**config.mk**
```make
export PLATFORM = sky130hd
export DESIGN_NAME = mdio_phy_responder
export DESIGN_NICKNAME = d
export VERILOG_FILES = /design/src/rtl/mdio_phy_responder.sv
export SDC_FILE = /design/constraint.sdc
export NUM_CORES = 1
export LEC_CHECK = 0
export BUFFER_PORTS_ARGS = -buffer_cell sky130_fd_sc_hd__buf_2
export CAP_MARGIN = 25
export CORE_ASPECT_RATIO = 0.7
export CORE_UTILIZATION = 50
export CTS_CLUSTER_DIAMETER = 40
export CTS_CLUSTER_SIZE = 30
export DETAILED_ROUTE_END_ITERATION = 10
export HOLD_SLACK_MARGIN = 0.08
export PLACE_DENSITY = 0.69
export SLEW_MARGIN = 40
export SYNTH_ARGS = -nofsm -noshare
export SYNTH_HDL_FRONTEND = slang
export SYNTH_SLANG_ARGS = --single-unit
export TNS_END_PERCENT = 30
```
**constraint.sdc**
```tcl
create_clock -name msoc_clk -period 2.32 [get_ports msoc_clk]
set_input_delay 0 -clock msoc_clk [delete_from_list [all_inputs] [get_ports msoc_clk]]
set_output_delay 0 -clock msoc_clk [all_outputs]
set_load 0.03 [all_outputs]
```
**src/rtl/mdio_phy_responder.sv**
```systemverilog
// Clause 22 MDIO PHY-side responder: oversamples MDC/MDIO, serves a small register file.
// Optional: define MDIO_PREAMBLE_SUPPRESS_EN to accept frames with a short/absent preamble.
module mdio_phy_responder #(
  parameter int unsigned NUM_REGS     = 8,
  parameter logic [15:0] PHY_ID1      = 16'h0007,
  parameter logic [15:0] PHY_ID2      = 16'hC0F1,
  parameter logic [15:0] BMCR_DEFAULT = 16'h3100
) (
  input  logic        msoc_clk,
  input  logic        rstn,
  input  logic        mdc,
  input  logic        mdio_i,
  output logic        mdio_o,
  output logic        mdio_oe,
  input  logic [4:0]  phy_addr,
  input  logic        link_up,
  output logic        reg_wr,
  output logic [4:0]  reg_wr_addr,
  output logic [15:0] reg_wr_data,
  output logic        soft_rst
);

`ifdef MDIO_PREAMBLE_SUPPRESS_EN
  localparam logic [5:0] PreMin    = 6'd1;
  localparam logic       PreSupCap = 1'b1;
`else
  localparam logic [5:0] PreMin    = 6'd32;
  localparam logic       PreSupCap = 1'b0;
`endif

  typedef enum logic [3:0] {
    StIdle, StSt, StOp, StPhyad, StRegad, StTa, StWdata, StRdata, StSkip
  } state_e;

  logic r_mdc_s1, r_mdc_s2, r_mdc_s3, r_mdio_s1, r_mdio_s2;
  logic w_mdc_rise, w_mdc_fall, w_bit;

  always_ff @(posedge msoc_clk or negedge rstn) begin
    if (!rstn) begin
      r_mdc_s1  <= 1'b0;
      r_mdc_s2  <= 1'b0;
      r_mdc_s3  <= 1'b0;
      r_mdio_s1 <= 1'b0;
      r_mdio_s2 <= 1'b0;
    end else begin
      r_mdc_s1  <= mdc;
      r_mdc_s2  <= r_mdc_s1;
      r_mdc_s3  <= r_mdc_s2;
      r_mdio_s1 <= mdio_i;
      r_mdio_s2 <= r_mdio_s1;
    end
  end

  assign w_mdc_rise = r_mdc_s2 & ~r_mdc_s3;
  assign w_mdc_fall = ~r_mdc_s2 & r_mdc_s3;
  assign w_bit      = r_mdio_s2;

  state_e      r_state;
  logic [4:0]  r_bit_cnt;
  logic [5:0]  r_pre_cnt;
  logic [15:0] r_shift;
  logic        r_is_read;
  logic        r_mismatch;
  logic [4:0]  r_reg_addr;
  logic [15:0] r_rd_data;
  logic        r_wr_pend;
  logic [15:0] r_regs [NUM_REGS];

  logic [4:0]  w_low5;
  logic [15:0] w_rd_val;

  // Low five bits including the bit being sampled now (PHYAD / REGAD on their 5th bit).
  assign w_low5 = {r_shift[3:0], w_bit};

  always_comb begin
    w_rd_val = 16'h0000;
    case (w_low5)
      5'd1:    w_rd_val = 16'h7809 | {9'b0, PreSupCap, 3'b0, link_up, 2'b0};
      5'd2:    w_rd_val = PHY_ID1;
      5'd3:    w_rd_val = PHY_ID2;
      default: begin
        for (int i = 0; i < NUM_REGS; i++) begin
          if (w_low5 == 5'(i)) w_rd_val = r_regs[i];
        end
      end
    endcase
  end

  always_ff @(posedge msoc_clk or negedge rstn) begin
    if (!rstn) begin
      r_state     <= StIdle;
      r_bit_cnt   <= 5'd0;
      r_pre_cnt   <= 6'd0;
      r_shift     <= 16'h0000;
      r_is_read   <= 1'b0;
      r_mismatch  <= 1'b0;
      r_reg_addr  <= 5'd0;
      r_rd_data   <= 16'h0000;
      r_wr_pend   <= 1'b0;
      mdio_o      <= 1'b0;
      mdio_oe     <= 1'b0;
      reg_wr      <= 1'b0;
      reg_wr_addr <= 5'd0;
      reg_wr_data <= 16'h0000;
      soft_rst    <= 1'b0;
      for (int i = 0; i < NUM_REGS; i++) r_regs[i] <= (i == 0) ? BMCR_DEFAULT : 16'h0000;
    end else begin
      reg_wr   <= 1'b0;
      soft_rst <= 1'b0;
      unique case (r_state)
        StIdle: begin
          if (w_mdc_rise) begin
            if (w_bit) begin
              if (r_pre_cnt != 6'd32) r_pre_cnt <= r_pre_cnt + 6'd1;
            end else begin
              if (r_pre_cnt >= PreMin) begin
                r_state   <= StSt;
                r_bit_cnt <= 5'd0;
              end
              r_pre_cnt <= 6'd0;
            end
          end
        end
        StSt: begin
          if (w_mdc_rise) begin
            r_state   <= w_bit ? StOp : StIdle;
            r_bit_cnt <= 5'd0;
          end
        end
        StOp: begin
          if (w_mdc_rise) begin
            r_shift <= {r_shift[14:0], w_bit};
            if (r_bit_cnt == 5'd0) begin
              r_bit_cnt <= 5'd1;
            end else begin
              r_bit_cnt  <= 5'd0;
              r_mismatch <= 1'b0;
              if ({r_shift[0], w_bit} == 2'b10) begin
                r_is_read <= 1'b1;
                r_state   <= StPhyad;
              end else if ({r_shift[0], w_bit} == 2'b01) begin
                r_is_read <= 1'b0;
                r_state   <= StPhyad;
              end else begin
                r_state <= StIdle;
              end
            end
          end
        end
        StPhyad: begin
          if (w_mdc_rise) begin
            r_shift <= {r_shift[14:0], w_bit};
            if (r_bit_cnt == 5'd4) begin
              r_mismatch <= (w_low5 != phy_addr);
              r_bit_cnt  <= 5'd0;
              r_state    <= StRegad;
            end else begin
              r_bit_cnt <= r_bit_cnt + 5'd1;
            end
          end
        end
        StRegad: begin
          if (w_mdc_rise) begin
            r_shift <= {r_shift[14:0], w_bit};
            if (r_bit_cnt == 5'd4) begin
              // Snapshot now so the returned word cannot change mid-shift.
              r_reg_addr <= w_low5;
              r_rd_data  <= w_rd_val;
              r_bit_cnt  <= 5'd0;
              r_state    <= r_mismatch ? StSkip : StTa;
            end else begin
              r_bit_cnt <= r_bit_cnt + 5'd1;
            end
          end
        end
        StTa: begin
          if (r_is_read) begin
            if (w_mdc_fall) begin
              if (r_bit_cnt == 5'd0) begin
                r_bit_cnt <= 5'd1;
              end else begin
                mdio_oe   <= 1'b1;
                mdio_o    <= 1'b0;
                r_bit_cnt <= 5'd0;
                r_state   <= StRdata;
              end
            end
          end else if (w_mdc_rise) begin
            if (r_bit_cnt == 5'd0) begin
              r_bit_cnt <= 5'd1;
            end else begin
              r_bit_cnt <= 5'd0;
              r_state   <= StWdata;
            end
          end
        end
        StRdata: begin
          if (w_mdc_fall) begin
            if (r_bit_cnt == 5'd16) begin
              mdio_oe   <= 1'b0;
              mdio_o    <= 1'b0;
              r_bit_cnt <= 5'd0;
              r_state   <= StIdle;
            end else begin
              mdio_o    <= r_rd_data[15];
              r_rd_data <= {r_rd_data[14:0], 1'b0};
              r_bit_cnt <= r_bit_cnt + 5'd1;
            end
          end
        end
        StWdata: begin
          if (r_wr_pend) begin
            r_wr_pend   <= 1'b0;
            reg_wr      <= 1'b1;
            reg_wr_addr <= r_reg_addr;
            reg_wr_data <= r_shift;
            r_bit_cnt   <= 5'd0;
            r_state     <= StIdle;
            if (r_reg_addr == 5'd0 && r_shift[15]) begin
              soft_rst <= 1'b1;
              for (int i = 0; i < NUM_REGS; i++) r_regs[i] <= (i == 0) ? BMCR_DEFAULT : 16'h0000;
            end else begin
              for (int i = 0; i < NUM_REGS; i++) begin
                if ((i == 0 || i >= 4) && r_reg_addr == 5'(i)) r_regs[i] <= r_shift;
              end
            end
          end else if (w_mdc_rise) begin
            r_shift <= {r_shift[14:0], w_bit};
            if (r_bit_cnt == 5'd15) r_wr_pend <= 1'b1;
            else                    r_bit_cnt <= r_bit_cnt + 5'd1;
          end
        end
        StSkip: begin
          if (w_mdc_rise) begin
            if (r_bit_cnt == 5'd17) begin
              r_bit_cnt <= 5'd0;
              r_state   <= StIdle;
            end else begin
              r_bit_cnt <= r_bit_cnt + 5'd1;
            end
          end
        end
        default: begin
          r_state   <= StIdle;
          r_bit_cnt <= 5'd0;
        end
      endcase
    end
  end

endmodule

```
# Yosys cells after proc, flatten, opt, wreduce, memory -nomap -nowiden
# Index checks and enable logic that the tools add are counted.
[classes] add_sub_neg=2 magnitude_cmp=1 n_eq_ne=53 mux=92 bitwise_logic=5 reduce_logical=33
[ops] cell="$mux W16" n=17
[ops] cell="$mux W4" n=21
[ops] cell="$mux W5" n=16
[ops] cell="$mux W64" n=1
[ops] cell="$pmux W16 S2" n=2
[ops] cell="$pmux W16 S3" n=1
[ops] cell="$eq A5 B3 Y1 const B" n=9
[ops] cell="$ne A2 B2 Y1 const B" n=20
[ops] cell="$pmux W5 S8" n=1
[ops] cell="$pmux W4 S9" n=1
[ops] cell="$mux W1" n=24
[ops] cell="$reduce_and A3 Y1" n=7
[ops] cell="$reduce_bool A2 Y1" n=10
[ops] cell="$reduce_and A18 Y1" n=1
[ops] cell="$eq A4 B3 Y1 const B" n=4
[ops] cell="$logic_not A5 Y1" n=3
[ops] cell="$reduce_and A5 Y1" n=3
[ops] cell="$mux W6" n=2
[ops] cell="$ne A3 B3 Y1 const B" n=4
[ops] cell="$eq A5 B2 Y1 const B" n=2
[ops] cell="$eq A5 B5 Y1 const B" n=2
[ops] cell="$reduce_and A10 Y1" n=1
[ops] cell="$eq A4 B2 Y1 const B" n=2
[ops] cell="$add A6 B1 Y6 const B" n=1
[ops] cell="other kinds (22)" n=31
[word_totals] regBits=165 inputBits=10 out_inout_bits=25 elab_cells=211

# Logic depth before layout (Yosys ltp)
# Gate-level depths: netlist (run 1).
[depth] word_depth=10 ltp_mapped=9 mapped_depth_nobuf=7

# Worst setup path after synthesis (run 1)
# OpenSTA, ideal clock, no wires.
[synth_path] path_type="register -> register" startpoint="register r_bit_cnt[0]" endpoint="register r_state[0]" setup_time_ns=0.125 arrival_time_ns=2.081 required_time_ns=2.195 setup_slack_ns=0.115 path_stages_with_launch=8 n_path_buf=0 synth_period_minus_slack_ns=2.205 cell_sequence="dfrtp_1 > inv_1 > ha_1 > or3b_2 > a211oi_1 > nor3_1 > o2111ai_2 > mux2_2"
[synth_between] elab_chain_len=3 elab_cells_between_ends=11 cone_classes="9 x eq/ne; 2 x reduce/logical"
[synth_rtl] item="start, declared" line_no="59" rtl="logic [4:0] r_bit_cnt;"
[synth_rtl] item="start signal, assigned" line_no="158" rtl="r_bit_cnt <= r_bit_cnt + 5'd1;"
[synth_rtl] item="start signal, assigned" line_no="172" rtl="r_bit_cnt <= r_bit_cnt + 5'd1;"
[synth_rtl] item="start signal, assigned" line_no="207" rtl="r_bit_cnt <= r_bit_cnt + 5'd1;"
[synth_rtl] item="$eq A5 B5 Y1, or another cell as far along" line_no="235" rtl="if (r_bit_cnt == 5'd17) begin"
[synth_rtl] item="$ne A2 B2 Y1 (no line)"
[synth_rtl] item="$reduce_and A18 Y1 (no line) (*)"
[synth_rtl] item="end signal, assigned" line_no="218" rtl="r_state <= StIdle;"
[synth_rtl] item="end signal, assigned" line_no="237" rtl="r_state <= StIdle;"
[synth_rtl] item="end signal, assigned" line_no="244" rtl="r_state <= StIdle;"
[synth_rtl] item="end, declared" line_no="58" rtl="state_e r_state;"
# Every way passes the cells marked *; elsewhere a longest branch is shown, timed or not.
# A chain may end at the register's enable or synchronous reset.

# Worst setup path in the final report (run 1)
[layout_path] startpoint="register r_mdio_s2" endpoint="register r_state[1]"
[layout_between] elab_chain_len=6 elab_cells_between_ends=11 cone_classes="3 x eq/ne; 7 x mux; 1 x reduce/logical"
[layout_rtl] item="start, declared" line_no="35" rtl="logic r_mdc_s1, r_mdc_s2, r_mdc_s3, r_mdio_s1, r_mdio_s2;"
[layout_rtl] item="start signal, assigned" line_no="50" rtl="r_mdio_s2 <= r_mdio_s1;"
[layout_rtl] item="$eq A2 B1 Y1" line_no="141" rtl="end else if ({r_shift[0], w_bit} == 2'b01) begin"
[layout_rtl] item="$mux W2" line_no="141"
[layout_rtl] item="$mux W2" line_no="138" rtl="if ({r_shift[0], w_bit} == 2'b10) begin"
[layout_rtl] item="$mux W4" line_no="133" rtl="if (r_bit_cnt == 5'd0) begin"
[layout_rtl] item="$mux W4" line_no="131" rtl="if (w_mdc_rise) begin"
[layout_rtl] item="$pmux W4 S9" line_no="110" rtl="unique case (r_state)"
[layout_rtl] item="end signal, assigned" line_no="117" rtl="r_state <= StSt;"
[layout_rtl] item="end signal, assigned" line_no="140" rtl="r_state <= StPhyad;"
[layout_rtl] item="end signal, assigned" line_no="143" rtl="r_state <= StPhyad;"
# Several ways; a longest one is shown, not always the timed one. The select of a mux whose other input is x is not followed.

==> results.py, run 1 <==
metrics = {
    "run_status": {
        "status": "finished clean",
    },
    "power_and_ir_drop": {
        "intPower_uw": 4590,
        "p_total_uw": 5960,
        "peakVddDrop_mv": 0.410,
        "switching_share_pct": 23.0,
        "clock_power_share_pct": 48.4,
        "p_comb_share_pct": 2.9,
        "p_seq_share_pct": 48.6,
        "p_sw_uw": 1370,
        "powerDensity_nw_per_um2": 613,
        "p_leak_uw": 0.00457,
    },
    "detailed_routing": {
        "ant_nets": 0,
        "drc": 0,
        "drt-initial-drc-count": 698,
        "firstDrtPassIters": 5,
        "num_vias": 6903,
        "post_drt_wl_per_cell_um": 19.7,
        "totalWireLength_mm": 22.4,
        "vias_per_cell": 6.06,
    },
    "sta": {
        "skew_ns": 0.00954,
        "fmax_mhz": 442,
        "hold_viol": 0,
        "setup_violations": 0,
        "tightestPinTransition_ns": 0.797,
        "post-route-period-util_pct": 97.5,
        "finalCriticalPeriod_ns": 2.26,
        "maxSlewViolCount": 0,
        "hold_slack_ns": 0.101,
        "maxSlewHeadroom_pct": 46.9,
        "rsz0062_at_grt": "true",
    },
    "cells_and_area": {
        "drive_above_1_share_pct": 21.4,
        "area_delta_synth_final_pct": 17.9,
        "final_net_count": 926,
        "layout_common_cells": "dfrtp_1 (160), nand2_1 (145), o21ai_0 (70)",
        "antenna_cells": 0,
        "n_fill_cell": 1309,
        "layout_commonest_cell": "dfrtp_1",
        "final_core_util_pct": 61.6,
        "fin_area_um2": 9730,
    },
    "placement": {
        "hpwlAfterDp_mm": 15.6,
        "post_dp_cell_area_um2": 8980,
        "io_buffer_count": 34,
        "place.gp.congestion": 0.940,
    },
    "clock_tree": {
        "clk_pin_slew_worst_paths_ns": 0.07,
        "htreeDepth": 4,
        "clock_path_buffers": 2,
        "cts_root_buf": "clkbuf_16",
        "cts_tree": "built",
        "clock_sinks": 165,
        "clock_latency_ns": 0.43,
        "numCtsBuffers": 17,
    },
    "die": {
        "die_y_um": 109,
        "core_area_um2": 15800,
        "start_util_pct": 52.3,
        "io_pins": 35,
        "num_rows": 38,
        "fp.dieArea_um2": 17000,
        "die-width_um": 156,
    },
    "global_route": {
        "globalRouteTotalUtil_pct": 28.0,
        "overflow": 0,
        "antenna_found_initial": 0,
        "grt_first_pass_wirelength_mm": 36.2,
        "grt_start_max_net_pins": 65,
        "grt_pass1_vias": 6571,
    },
    "synthesis": {
        "synth_seq_cells": 165,
        "yosysWarnings": 0,
        "ys_types": 78,
        "synth_top_flop_cell": "dfrtp_1",
        "synthArstFlopShare_pct": 100,
        "syn-num-nets": 860,
        "synth_seq_area_share_pct": 50.1,
        "avgSynthCellArea_um2": 9.82,
        "synth_cells": 840,
        "synth_edf_count": 0,
        "synth_area_um2": 8250,
    },
    "worst_setup_path": {
        "startpoint_type": "register",
        "slowest_stage": "a211oi_2",
        "worstPathArrival_ns": 2.57,
        "path_class": "register to register",
        "cp_cell_sequence": "buf_4, nand2b_1, a32o_1, a211oi_2, o2111ai_2, mux2_1",
        "cp_data_required_time_ns": 2.63,
        "end_kind": "register",
        "slowest_delay_ns": 0.49,
        "cp_max_fo": 10,
    },
    "flow_run": {
        "drv_cap": 0,
    },
    "worst_hold_path": {
        "holdCritPathClass": "input pin to register",
    },
}
[area by class of cell]
cell class | count | area [um2] | area share, %
flip-flops and latches | 165 | 4140 | 42.5
multi-input cells | 588 | 3810 | 39.2
repair buffers | 103 | 786 | 8.08
clock buffers | 18 | 439 | 4.52
well taps | 220 | 275 | 2.83
clock inverters | 14 | 164 | 1.69
inverters | 31 | 116 | 1.20
[synthesized netlist by cell type, drive strengths merged, types with 5 or more instances]
| master | count | share of area, % |
|---|---|---|
| mux2 | 29 | 4.0 |
| nor3 | 11 | 0.67 |
| a21boi | 7 | 0.64 |
| dfrtp | 162 | 49 |
| nand3 | 26 | 1.6 |
| o22ai | 5 | 0.38 |
| o221ai | 7 | 0.74 |
| a22o | 30 | 3.2 |
| or3 | 9 | 0.68 |
| nor3b | 5 | 0.52 |
| nor2 | 35 | 1.7 |
| o31ai | 5 | 0.45 |
| inv | 31 | 1.4 |
| nand2 | 146 | 6.6 |
| a2111o | 5 | 0.68 |
| and3 | 9 | 0.68 |
| mux2i | 28 | 3.4 |
| a211oi | 6 | 0.61 |
| buf | 23 | 1.7 |
| ha | 10 | 1.5 |
| nor2b | 5 | 0.38 |
| and2 | 5 | 0.41 |
| o21ai | 70 | 4.2 |
| a21oi | 57 | 3.5 |
| nand2b | 6 | 0.45 |
| clkbuf | 33 | 1.5 |
[what timing repair did]
action | CTS | global route
gates resized for setup | 3 | 15
gates cloned | 0 | 0
endpoints found under the setup margin | 5 | 38
buffers inserted | 0 | 2
hold endpoints to repair | 76 | 0
hold buffers | 5 | 0
pin swaps | 0 | 3
[stage by stage]
| stage | cells | TNS, ns | setup WS (ns) |
|---|---|---|---|
| floorplan | 840 | 0 | 0.115 |
| global placement | 1100 | -0.00796 | -0.00620 |
| detailed placement | 1100 | -0.0454 | -0.0233 |
| CTS | 1137 | 0 | 0.0452 |
| global route | 1139 | -0.133 | -0.0729 |
| finish | 1139 | 0 | 0.0591 |
[flip-flops by register name (all words and copies together) (netlist names), 4 cells and up]
| register | cells |
|---|---|
| r_reg_addr | 5 |
| reg_wr_addr | 5 |
| r_regs | 80 |
| reg_wr_data | 16 |
| r_pre_cnt | 6 |
| r_bit_cnt | 5 |
| r_shift | 16 |
| r_state | 4 |
| r_rd_data | 16 |
[final timing paths]
path / cells past startpoint / startpoint / slack, ns / to
setup / recovery: 6 / r_mdio_s2 / 0.06 / r_state[1]
hold / removal: 5 / link_up / 0.10 / r_rd_data[2]
setup reg to reg: 6 / r_mdio_s2 / 0.06 / r_state[1]
hold reg to reg: 0 / r_mdc_s1 / 0.35 / r_mdc_s2
max in group asynchronous: 3 / rstn / 1.41 / r_bit_cnt[3]
min in group asynchronous: 2 / rstn / 0.12 / reg_wr_data[10]
[cell families (layout without fill, tap and decap cells)]
family,after synthesis,count (layout),share of synthesized area [%]
and+or+nand+nor,289,289,17.4
AOI/OAI and AO/OA,227,227,18.5
DFF,165,165,50.1
buffers and inverters,87,166,4.59
muxes,57,57,7.35
adders and majority gates,10,10,1.52
xor gates and xnor gates,5,5,0.531
[routing by layer]
| layer | wire length [um] | global-route usage (%) | share of wire [%] |
|---|---|---|---|
| met1 | 10400 | 41.2 | 47 |
| met2 | 9640 | 40.6 | 43 |
| met3 | 2080 | 7.92 | 9.3 |
| met4 | 264 | 7.07 | 1.2 |
| met5 | 0 | 0 | 0 |
[power by group through the flow]
stage / registers (uW) / logic, uW / clock network (uW)
floorplan: 2950 / 58.7 / 0
global placement: 2950 / 166 / 0
finish: 2900 / 176 / 2890
global route: 2900 / 199 / 3070
detailed placement: 2950 / 170 / 0
CTS: 2900 / 177 / 2930
[worst max-delay path, delay by kind of cell (launching register included)]
family,cells,cell delay [ns]
muxes,1,0.38
buffers and inverters,1,0.17
and+or+nand+nor,1,0.16
DFF,1,0.37
AOI/OAI and AO/OA,3,1.07
No activity file was read; power rests on OpenSTA's default activity.
==> run 2, diff against run 1 <==
- GPL_TIMING_DRIVEN: unset -> 0
==> run 2 against run 1 <==
The flow now finishes with violations (setup timing). Sequential power barely moved. Worst hold slack improved by 0.046 ns. Clock skew fell by 0.0026 ns. Core utilization barely moved. Critical path depth rose by 1. Final area barely moved.
==> results.py, run 2 (synthesis results as in run 1) <==
metrics = {
    "run_status": {
        "status": "finished, violations left",
        "violations": "setup timing",
    },
    "worst_setup_path": {
        "cp_max_fo": 10,
        "cp_data_required_time_ns": 2.63,
        "reg2reg_depth": 7,
        "slowest_stage": "dfrtp_2",
        "slowest_delay_ns": 0.54,
        "startpoint_type": "register",
        "end_kind": "register",
        "worstPathArrival_ns": 2.66,
        "path_class": "register to register",
        "cp_cell_sequence": "ha_1, clkbuf_1, nor2_1, a21boi_1, nor2_1, o2111ai_1, a21oi_1",
        "crit_top_cell": "nor2_1",
    },
    "clock_tree": {
        "numCtsBuffers": 17,
        "clock_latency_ns": 0.44,
        "htreeDepth": 4,
        "clk_pin_slew_worst_paths_ns": 0.07,
        "clock_path_buffers": 2,
        "clock_sinks": 165,
        "cts_tree": "built",
        "cts_root_buf": "clkbuf_16",
    },
    "detailed_routing": {
        "totalWireLength_mm": 23.7,
        "drc": 0,
        "num_vias": 6912,
        "vias_per_cell": 6.06,
        "post_drt_wl_per_cell_um": 20.8,
        "drt-initial-drc-count": 755,
        "firstDrtPassIters": 5,
        "ant_nets": 0,
    },
    "power_and_ir_drop": {
        "p_sw_uw": 1370,
        "intPower_uw": 4510,
        "powerDensity_nw_per_um2": 605,
        "switching_share_pct": 23.3,
        "p_leak_uw": 0.00449,
        "p_comb_share_pct": 3.2,
        "p_seq_share_pct": 49.3,
        "clock_power_share_pct": 47.4,
        "peakVddDrop_mv": 0.407,
    },
    "placement": {
        "post_dp_cell_area_um2": 8770,
        "place.gp.congestion": 0.948,
        "dp.cells": 1096,
        "io_buffer_count": 34,
        "hpwlAfterDp_mm": 16.5,
    },
    "flow_run": {
        "drv_cap": 0,
    },
    "sta": {
        "setup_violations": 2,
        "layout_setup_ws_ns": -0.0272,
        "maxSlewViolCount": 0,
        "maxSlewHeadroom_pct": 55.0,
        "post-route-period-util_pct": 101,
        "hold_viol": 0,
        "skew_ns": 0.00692,
        "rsz0062_at_grt": "true",
        "setup_tns_ns": -0.0280,
        "finalCriticalPeriod_ns": 2.35,
        "tightestPinTransition_ns": 0.675,
        "fmax_mhz": 426,
    },
    "cells_and_area": {
        "final_net_count": 927,
        "top_register": "r_regs",
        "area_delta_synth_final_pct": 17.8,
        "fin_area_um2": 9720,
        "largest_reg_flops": 80,
        "antenna_cells": 0,
        "stdcell_count": 1140,
        "drive_above_1_share_pct": 20.5,
        "layout_commonest_cell": "dfrtp_1",
        "layout_common_cells": "dfrtp_1 (159), nand2_1 (144), o21ai_0 (69)",
    },
    "global_route": {
        "overflow": 0,
        "antenna_found_initial": 0,
        "grt_pass1_vias": 6655,
        "globalRouteTotalUtil_pct": 29.7,
        "grt_first_pass_wirelength_mm": 37.6,
        "grt_start_max_net_pins": 76,
    },
    "die": {
        "die_y_um": 109,
        "num_rows": 38,
        "core_area_um2": 15800,
        "die-width_um": 156,
        "fp.dieArea_um2": 17000,
        "io_pins": 35,
        "start_util_pct": 52.3,
    },
    "worst_hold_path": {
        "holdCritPathClass": "input pin to async pin",
    },
}
==> run 2: cell types whose count changed in the layout (fill, tap and decap cells not counted), moves of 5 or more <==
cell,delta
clkbuf_2,+8
clkbuf_1,+17
buf_12,-5
buf_2,+13
buf_4,-45
==> run 2: per-layer routing <==
layer | GRT usage [%] | vias to the layer above | wire length (um)
li1 | - | 3128 | -
met1 | 44.5 | 3450 | 11400
met2 | 41.6 | 284 | 9670
met3 | 7.65 | 50 | 2200
met4 | 9.03 | 0 | 427
met5 | 2.68 | - | 0
==> run 2: final timing paths <==
| path | endpoint | slack (ns) | from |
|---|---|---|---|
| worst min register to register | r_mdc_s2 | 0.35 | r_mdc_s1 |
| max in group asynchronous | r_bit_cnt[0] | 1.77 | rstn |
| worst min-delay path | r_regs[125] | 0.15 | rstn |
| min in group msoc_clk | r_mdio_s1 | 0.20 | mdio_i |
| worst max register to register | r_rd_data[14] | -0.03 | r_shift[0] |
| worst max-delay path | r_rd_data[14] | -0.03 | r_shift[0] |
==> run 2: repair_timing <==
action,CTS,global route
pin swaps,3,6
hold endpoints to repair,169,0
hold buffers,10,0
setup endpoints to repair,67,93
setup buffers,2,2
gates resized for setup,37,52
==> run 2: per-stage QoR <==
step	power [uW]	worst slack, ns	utilization, %	hold WS (ns)
after floorplan	3010	0.115	-	-0.296
after global placement	3100	-1.31	55.1	0.108
after detailed placement	3110	-0.656	55.5	-0.0841
after CTS	5900	-0.0370	60.7	0.135
after global routing	6040	-0.116	61.6	0.144
final	5880	-0.0272	61.6	0.147
==> run 2: critical path: cells and delay by family (launching register included) <==
kind | cells | cell delay, ns
flops | 1 | 0.54
compound gates | 3 | 0.69
simple gates | 2 | 0.26
fa+ha+maj | 1 | 0.31
buf+inv | 1 | 0.42
==> run 2: area by class of cell <==
class | instances | area [um2]
fillers | 1367 | 6070
flip-flops and latches | 165 | 4140
multi-input cells | 588 | 3920
clock buffers | 20 | 457
repair buffers | 50 | 375
plain buffers | 54 | 318
well taps | 220 | 275
inverters | 31 | 121
clock inverters | 12 | 120
==> run 2: power by group through the flow <==
stage | sequential (uW) | clock (uW) | combinational (uW)
6_report | 2900 | 2790 | 189
5_1_grt | 2900 | 2930 | 211
4_1_cts | 2900 | 2810 | 188
3_5_place_dp | 2950 | 0 | 160
3_3_place_gp | 2950 | 0 | 144
2_1_floorplan | 2950 | 0 | 58.7
